<file path="config.mk">
export PLATFORM = sky130hd
export DESIGN_NAME = spi_master_tx_multi_cs
export DESIGN_NICKNAME = d
export VERILOG_FILES = /design/src/rtl/spi_master_tx_multi_cs.sv
export SDC_FILE = /design/constraint.sdc
export NUM_CORES = 1
export LEC_CHECK = 0
export BUFFER_PORTS_ARGS = -buffer_cell sky130_fd_sc_hd__buf_2
export CAP_MARGIN = 20
export CORE_AREA = 3 3 64 66
export DETAILED_ROUTE_END_ITERATION = 16
export DIE_AREA = 0 0 67 69
export SETUP_SLACK_MARGIN = 0.4
export SLEW_MARGIN = 5
export SYNTH_ARGS = -nofsm -noshare
export SYNTH_HDL_FRONTEND = slang
export SYNTH_SLANG_ARGS = --single-unit
</file>
<file path="constraint.sdc">
create_clock -name clk_i -period 2.3 [get_ports clk_i]
set_input_delay 0.23 -clock clk_i [delete_from_list [all_inputs] [get_ports clk_i]]
set_output_delay 0.23 -clock clk_i [all_outputs]
set_load 0.02 [all_outputs]
</file>
<file path="src/rtl/spi_master_tx_multi_cs.sv">
// Transmit-only SPI master: one word per handshake, MSB first, routed to one of
// NUM_CS active-low chip selects with programmable CS setup and inactive times.
module spi_master_tx_multi_cs #(
  parameter int SPI_MODE          = 0,
  parameter int CLKS_PER_HALF_BIT = 2,
  parameter int DATA_WIDTH        = 8,
  parameter int NUM_CS            = 2,
  parameter int CS_SETUP_CLKS     = 1,
  parameter int CS_INACTIVE_CLKS  = 1,
  localparam int CS_SEL_W         = (NUM_CS > 1) ? $clog2(NUM_CS) : 1
) (
  input  logic                  clk_i,
  input  logic                  rst_i,
  input  logic [DATA_WIDTH-1:0] data_i,
  input  logic [CS_SEL_W-1:0]   cs_sel_i,
  input  logic                  data_valid_i,
  output logic                  data_ready_o,
  output logic                  busy_o,
  output logic                  spi_clk_o,
  output logic                  spi_mosi_o,
  output logic [NUM_CS-1:0]     spi_cs_o,
  output logic [1:0]            fsm_state_o
);

  localparam logic CPOL   = 1'((SPI_MODE >> 1) & 1);
  localparam logic CPHA   = 1'(SPI_MODE & 1);
  localparam int   HALF_W = $clog2(CLKS_PER_HALF_BIT) + 1;
  localparam int   EDGE_W = $clog2(2 * DATA_WIDTH) + 1;
  localparam int   CS_MAX = (CS_SETUP_CLKS > CS_INACTIVE_CLKS) ? CS_SETUP_CLKS : CS_INACTIVE_CLKS;
  localparam int   CSC_W  = $clog2(CS_MAX + 1) + 1;

  localparam logic [HALF_W-1:0] HALF_LAST  = HALF_W'(CLKS_PER_HALF_BIT - 1);
  localparam logic [EDGE_W-1:0] EDGE_TOTAL = EDGE_W'(2 * DATA_WIDTH);
  localparam logic [EDGE_W-1:0] EDGE_LAST  = EDGE_W'(2 * DATA_WIDTH - 1);
  localparam logic [CSC_W-1:0]  SETUP_LAST = CSC_W'(CS_SETUP_CLKS - 1);
  localparam logic [CSC_W-1:0]  INACT_LAST = CSC_W'(CS_INACTIVE_CLKS - 1);

  typedef enum logic [1:0] {
    ST_IDLE     = 2'd0,
    ST_SETUP    = 2'd1,
    ST_TRANSFER = 2'd2,
    ST_INACTIVE = 2'd3
  } state_t;

  state_t                state, state_nxt;
  logic [DATA_WIDTH-1:0] shreg, shreg_nxt;
  logic [HALF_W-1:0]     half_cnt, half_cnt_nxt;
  logic [EDGE_W-1:0]     edge_cnt, edge_cnt_nxt;
  logic [CSC_W-1:0]      cs_cnt, cs_cnt_nxt;
  logic [NUM_CS-1:0]     cs_nxt;
  logic                  sclk_nxt, mosi_nxt, ready_nxt, busy_nxt;
  logic                  sel_ok, shift_now;

  // Handshake: a word transfers on any posedge where data_valid_i and
  // data_ready_o are both high; ready is only high in IDLE, so valid asserted
  // while busy is simply left pending until the block returns to IDLE.
  assign sel_ok      = (32'(cs_sel_i) < NUM_CS);
  assign fsm_state_o = state;

  // Next bit goes out on trailing edges for CPHA=0 (except the final one) and on
  // leading edges after the first for CPHA=1; edge_cnt is even on leading edges.
  assign shift_now = (CPHA == 1'b0) ? (edge_cnt[0] && (edge_cnt != EDGE_LAST))
                                    : (!edge_cnt[0] && (edge_cnt != '0));

  always_comb begin
    state_nxt    = state;
    shreg_nxt    = shreg;
    half_cnt_nxt = half_cnt;
    edge_cnt_nxt = edge_cnt;
    cs_cnt_nxt   = cs_cnt;
    cs_nxt       = spi_cs_o;
    sclk_nxt     = spi_clk_o;
    mosi_nxt     = spi_mosi_o;
    ready_nxt    = data_ready_o;
    busy_nxt     = busy_o;
    case (state)
      ST_IDLE: begin
        ready_nxt = 1'b1;
        busy_nxt  = 1'b0;
        if (data_valid_i && sel_ok) begin
          shreg_nxt    = data_i;
          cs_nxt       = ~(NUM_CS'(1) << cs_sel_i);
          mosi_nxt     = data_i[DATA_WIDTH-1];
          ready_nxt    = 1'b0;
          busy_nxt     = 1'b1;
          cs_cnt_nxt   = '0;
          half_cnt_nxt = '0;
          edge_cnt_nxt = '0;
          state_nxt    = (CS_SETUP_CLKS == 0) ? ST_TRANSFER : ST_SETUP;
        end
      end
      ST_SETUP: begin
        if (cs_cnt == SETUP_LAST) state_nxt = ST_TRANSFER;
        else                      cs_cnt_nxt = cs_cnt + CSC_W'(1);
      end
      ST_TRANSFER: begin
        if (half_cnt != '0) begin
          half_cnt_nxt = half_cnt - HALF_W'(1);
        end else if (edge_cnt == EDGE_TOTAL) begin
          cs_nxt     = '1;
          mosi_nxt   = 1'b0;
          cs_cnt_nxt = '0;
          if (CS_INACTIVE_CLKS == 0) begin
            state_nxt = ST_IDLE;
            ready_nxt = 1'b1;
            busy_nxt  = 1'b0;
          end else begin
            state_nxt = ST_INACTIVE;
          end
        end else begin
          sclk_nxt     = ~spi_clk_o;
          half_cnt_nxt = HALF_LAST;
          edge_cnt_nxt = edge_cnt + EDGE_W'(1);
          if (shift_now) begin
            mosi_nxt  = shreg[DATA_WIDTH-2];
            shreg_nxt = {shreg[DATA_WIDTH-2:0], 1'b0};
          end
        end
      end
      ST_INACTIVE: begin
        if (cs_cnt == INACT_LAST) begin
          state_nxt = ST_IDLE;
          ready_nxt = 1'b1;
          busy_nxt  = 1'b0;
        end else begin
          cs_cnt_nxt = cs_cnt + CSC_W'(1);
        end
      end
      default: begin
        state_nxt = ST_IDLE;
        cs_nxt    = '1;
        sclk_nxt  = CPOL;
        mosi_nxt  = 1'b0;
        ready_nxt = 1'b1;
        busy_nxt  = 1'b0;
      end
    endcase
  end

  always_ff @(posedge clk_i or negedge rst_i) begin
    if (!rst_i) begin
      state        <= ST_IDLE;
      shreg        <= '0;
      half_cnt     <= '0;
      edge_cnt     <= '0;
      cs_cnt       <= '0;
      spi_cs_o     <= '1;
      spi_clk_o    <= CPOL;
      spi_mosi_o   <= 1'b0;
      data_ready_o <= 1'b1;
      busy_o       <= 1'b0;
    end else begin
      state        <= state_nxt;
      shreg        <= shreg_nxt;
      half_cnt     <= half_cnt_nxt;
      edge_cnt     <= edge_cnt_nxt;
      cs_cnt       <= cs_cnt_nxt;
      spi_cs_o     <= cs_nxt;
      spi_clk_o    <= sclk_nxt;
      spi_mosi_o   <= mosi_nxt;
      data_ready_o <= ready_nxt;
      busy_o       <= busy_nxt;
    end
  end

endmodule

</file>
==> key figures <==
Placement
  – GP Congestion: 0.845
  – Place WS: 250 ps
  – Input/output buffers: 19
  – Post-DP HPWL: 2240 um
  – Cell Count Post-Placement: 211

Critical path
  – WS Path Type: register to register
  – Crit path required time: 2450 ps
  – R2r endpoint: spi_mosi_o$_DFFE_PN0P_
  – CP Launch Type: register
  – CP Max Fanout: 4
  – Arrival time at the worst endpoint: approximately 2000 ps
  – Flop2flop setup slack: 450 ps
  – Crit path capture type: register
  – Reg2Reg Depth: 6
  – Reg-to-Reg Start: edge_cnt[0]$_DFFE_PN0P_

STA
  – Final critical-path required period: 1850 ps
  – Hold Violations, Final: 0
  – RSZ-0062 raised after global routing: yes
  – Peak Freq: 540 MHz
  – Rel. slew slack: 0.634
  – Setup violations, final: 0
  – Worst Tran Pin Value: 548 ps
  – Final Skew: between 1 and 1.5 ps
  – Final period utilization: 0.805
  – Post-route setup slack: 449 ps
  – Slew Viols, Final: 0
  – Setup TNS: 0 ps

Min path
  – Hold depth: 3
  – Min-delay src: cs_sel_i
  – Hold Path Sink: spi_cs_o[0]$_DFFE_PN1P_
  – Min-delay worst type: input port to register

Yosys
  – Syn Area/Cell: 9.91 um^2
  – Top-area cell type share of the netlist area: 0.366
  – Gate Count Post-Synth: 145
  – Yosys top cell by area: dfrtp_1
  – Library cells used by synthesis: 43
  – Ys Warns: 0
  – Syn_nets: between 150 and 200
  – Register bit total from synthesis: 24
  – Area contributors post-synth: dfrtp_1, ha_1, dfstp_2
  – Sequential area share after synthesis: 0.420
  – Syn Std Cell Area: approximately 1400 um^2

Clock tree
  – Clk sink count: 24
  – CTS Buffer Depth: 2
  – Cts bufs inserted: 3
  – Htree depth: 1
  – Skew-Pair Late Insertion Delay: ~260 ps
  – CTS tree: yes
  – Root Driver: clkbuf_8
  – Clk pin slew, worst setup/hold paths: 80 ps

Floorplanning
  – DIE HEIGHT: 69 um
  – Die X: around 67 um
  – Io pins: 20
  – Row count: 22
  – Full die area: between 4000 and 5000 um^2
  – Starting density of the core: 0.396
  – Core area: 3630 um^2

Detailed routing
  – # DRC: 0
  – DR vias/cell: 5.19
  – Drt pass-1 iters: 4
  – Antenna Nets Post-Route: 0
  – Drt total wl: 3300 um
  – Via count: 1173
  – Initial DRC count: 41
  – Routed WL per cell: 14.6 um

Pwr
  – Leak: 0.787 nW
  – Worst IR Drop VDD: 0.631 mV
  – Cell Pwr Density: 1430 nW/um^2

Global route
  – Vias in the first global route: 1189
  – First-pass GRT wire length: about 5500 um
  – Pin count of the biggest net entering global routing: 25
  – Overflow after GRT: 0
  – Overall global routing resource usage: 0.153
  – Initial antenna violation count: 0

Finish
  – Area delta synth->final: 27.9%
  – Post-Layout Cell Count: 226
  – Final net count: 200
  – FILL cells: 339
  – ANT cells: 0
  – Layout cells sized above 1: 0.348

Job
  – Max-cap violations: 0

Run status
  – Status: finished clean
-- cells in the final DEF, fill, tap and decap left out, types with 2 or more instances in the layout --
| cell | Yosys | routed |
|---|---|---|
| mux2i_1 | 7 | 7 |
| nand3b_1 | 2 | 2 |
| clkbuf_8 | 0 | 3 |
| inv_1 | 10 | 9 |
| and3_1 | 2 | 2 |
| ha_1 | 9 | 4 |
| nor2_1 | 9 | 9 |
| o21ai_1 | 4 | 4 |
| mux2_4 | 1 | 2 |
| ha_2 | 0 | 3 |
| nor3_1 | 2 | 2 |
| o211ai_1 | 3 | 3 |
| nand2b_4 | 0 | 2 |
| dfrtp_1 | 21 | 18 |
| buf_2 | 5 | 19 |
| buf_4 | 1 | 13 |
| o21a_1 | 2 | 2 |
| buf_6 | 0 | 2 |
| nand2_1 | 7 | 7 |
| dfstp_2 | 3 | 3 |
| a31oi_1 | 7 | 7 |
| a22o_1 | 2 | 2 |
| o21ai_0 | 10 | 10 |
| ha_4 | 0 | 2 |
| a21oi_1 | 7 | 7 |
| dfrtp_2 | 0 | 3 |
| nand3_1 | 6 | 6 |
-- flip-flops by register name, indices dropped and copies added, names as in the netlist --
signal	flops
edge_cnt	5
spi_cs_o	2
spi_clk_o	1
busy_o	1
fsm_state_o	2
cs_cnt	2
half_cnt	2
shreg	7
spi_mosi_o	1
data_ready_o	1
-- how the worst max path moves through the flow --
stage | to | startpoint | slack (ps) | cells past startpoint
after floorplan | spi_mosi_o$_DFFE_PN0P_ | fsm_state_o[0]$_DFFE_PN0P_ | 420 | 7
after global placement | spi_mosi_o$_DFFE_PN0P_ | edge_cnt[0]$_DFFE_PN0P_ | 260 | 6
after detailed placement | spi_mosi_o$_DFFE_PN0P_ | edge_cnt[0]$_DFFE_PN0P_ | 250 | 6
after CTS | shreg[3]$_DFFE_PN0P_ | edge_cnt[0]$_DFFE_PN0P_ | 390 | 8
after global routing | spi_mosi_o$_DFFE_PN0P_ | edge_cnt[0]$_DFFE_PN0P_ | 380 | 6
final | spi_mosi_o$_DFFE_PN0P_ | edge_cnt[0]$_DFFE_PN0P_ | 450 | 6
-- cells by family after synthesis --
group,after synthesis,share of synthesized area
xor gates and xnor gates,1,0.00609
buffers and inverters,17,0.0513
DFF,24,0.420
adders and majority gates,9,0.0783
AOI/OAI and AO/OA,45,0.210
and+or+nand+nor,40,0.167
muxes,9,0.0670
-- metrics by stage --
step / power [mW] / util / area, um^2 / hold slack (ps)
floorplan: 1.72 / - / 1440 / -65.6
global placement: 2.03 / 0.441 / 1600 / 254
detailed placement: 2.07 / 0.441 / 1600 / 255
CTS: 2.49 / 0.480 / 1740 / 247
global route: 2.87 / 0.506 / 1840 / 266
finish: 2.64 / 0.506 / 1840 / 252
-- where the power goes --
group / internal (mW) / leakage [nW] / switching [mW]
clock network: 0.124 / 0.0228 / 0.134
logic: 0.803 / 0.475 / 0.824
registers: 0.616 / 0.290 / 0.138
-- synth_stat cells --
cell,number
dfrtp_1,21
inv_1,10
o21ai_0,10
ha_1,9
nor2_1,9
a21oi_1,7
a31oi_1,7
mux2i_1,7
nand2_1,7
nand3_1,6
buf_2,5
o21ai_1,4
dfstp_2,3
o211ai_1,3
a22o_1,2
a311oi_1,2
and3_1,2
nand2b_1,2
nand3b_1,2
nor2b_1,2
nor3_1,2
o21a_1,2
a211oi_4,1
a21boi_0,1
a21o_1,1
and2b_4,1
and4bb_2,1
buf_4,1
clkbuf_1,1
mux2_2,1
mux2_4,1
nand4_1,1
nand4bb_4,1
nor3b_1,1
o22a_1,1
o22a_2,1
o22ai_1,1
o22ai_2,1
o31ai_1,1
or2_0,1
or4_1,1
or4b_1,1
xnor2_1,1
-- timing repair --
item | 4_1_cts | 5_1_grt
gates resized for setup | 9 | 10
pin swaps | 2 | 3
endpoints found under the setup margin | 12 | 10
setup buffers | 5 | 5
hold endpoints to repair | 21 | 0
hold buffers | 1 | 0
-- worst max-delay path: stages (launching register included) --
cell and delay (ps):
dfrtp_2 440, ha_2 190, and3_1 180, ha_2 180, nand2b_4 150, a311oi_4 270, mux2_4 330
-- metal layers --
layer / routed length (um) / GRT usage / up-vias
met1: 1570 / 0.214 / 558
met5: 0 / 0 / -
met3: 112 / 0.0212 / 4
met2: 1570 / 0.226 / 24
li1: - / - / 587
met4: 42 / 0.0766 / 0
-- cell type report --
| type | count | area (um^2) | area share |
|---|---|---|---|
| Timing Repair Buffer | 36 | 245 | 0.133 |
| Tap cell | 48 | 60.1 | 0.0327 |
| Clock buffer | 4 | 45.0 | 0.0245 |
| Multi-Input combinational cell | 104 | 843 | 0.459 |
| Sequential cell | 24 | 608 | 0.331 |
| Inverter | 10 | 37.5 | 0.0204 |
Power figures use the tool's default switching activity.
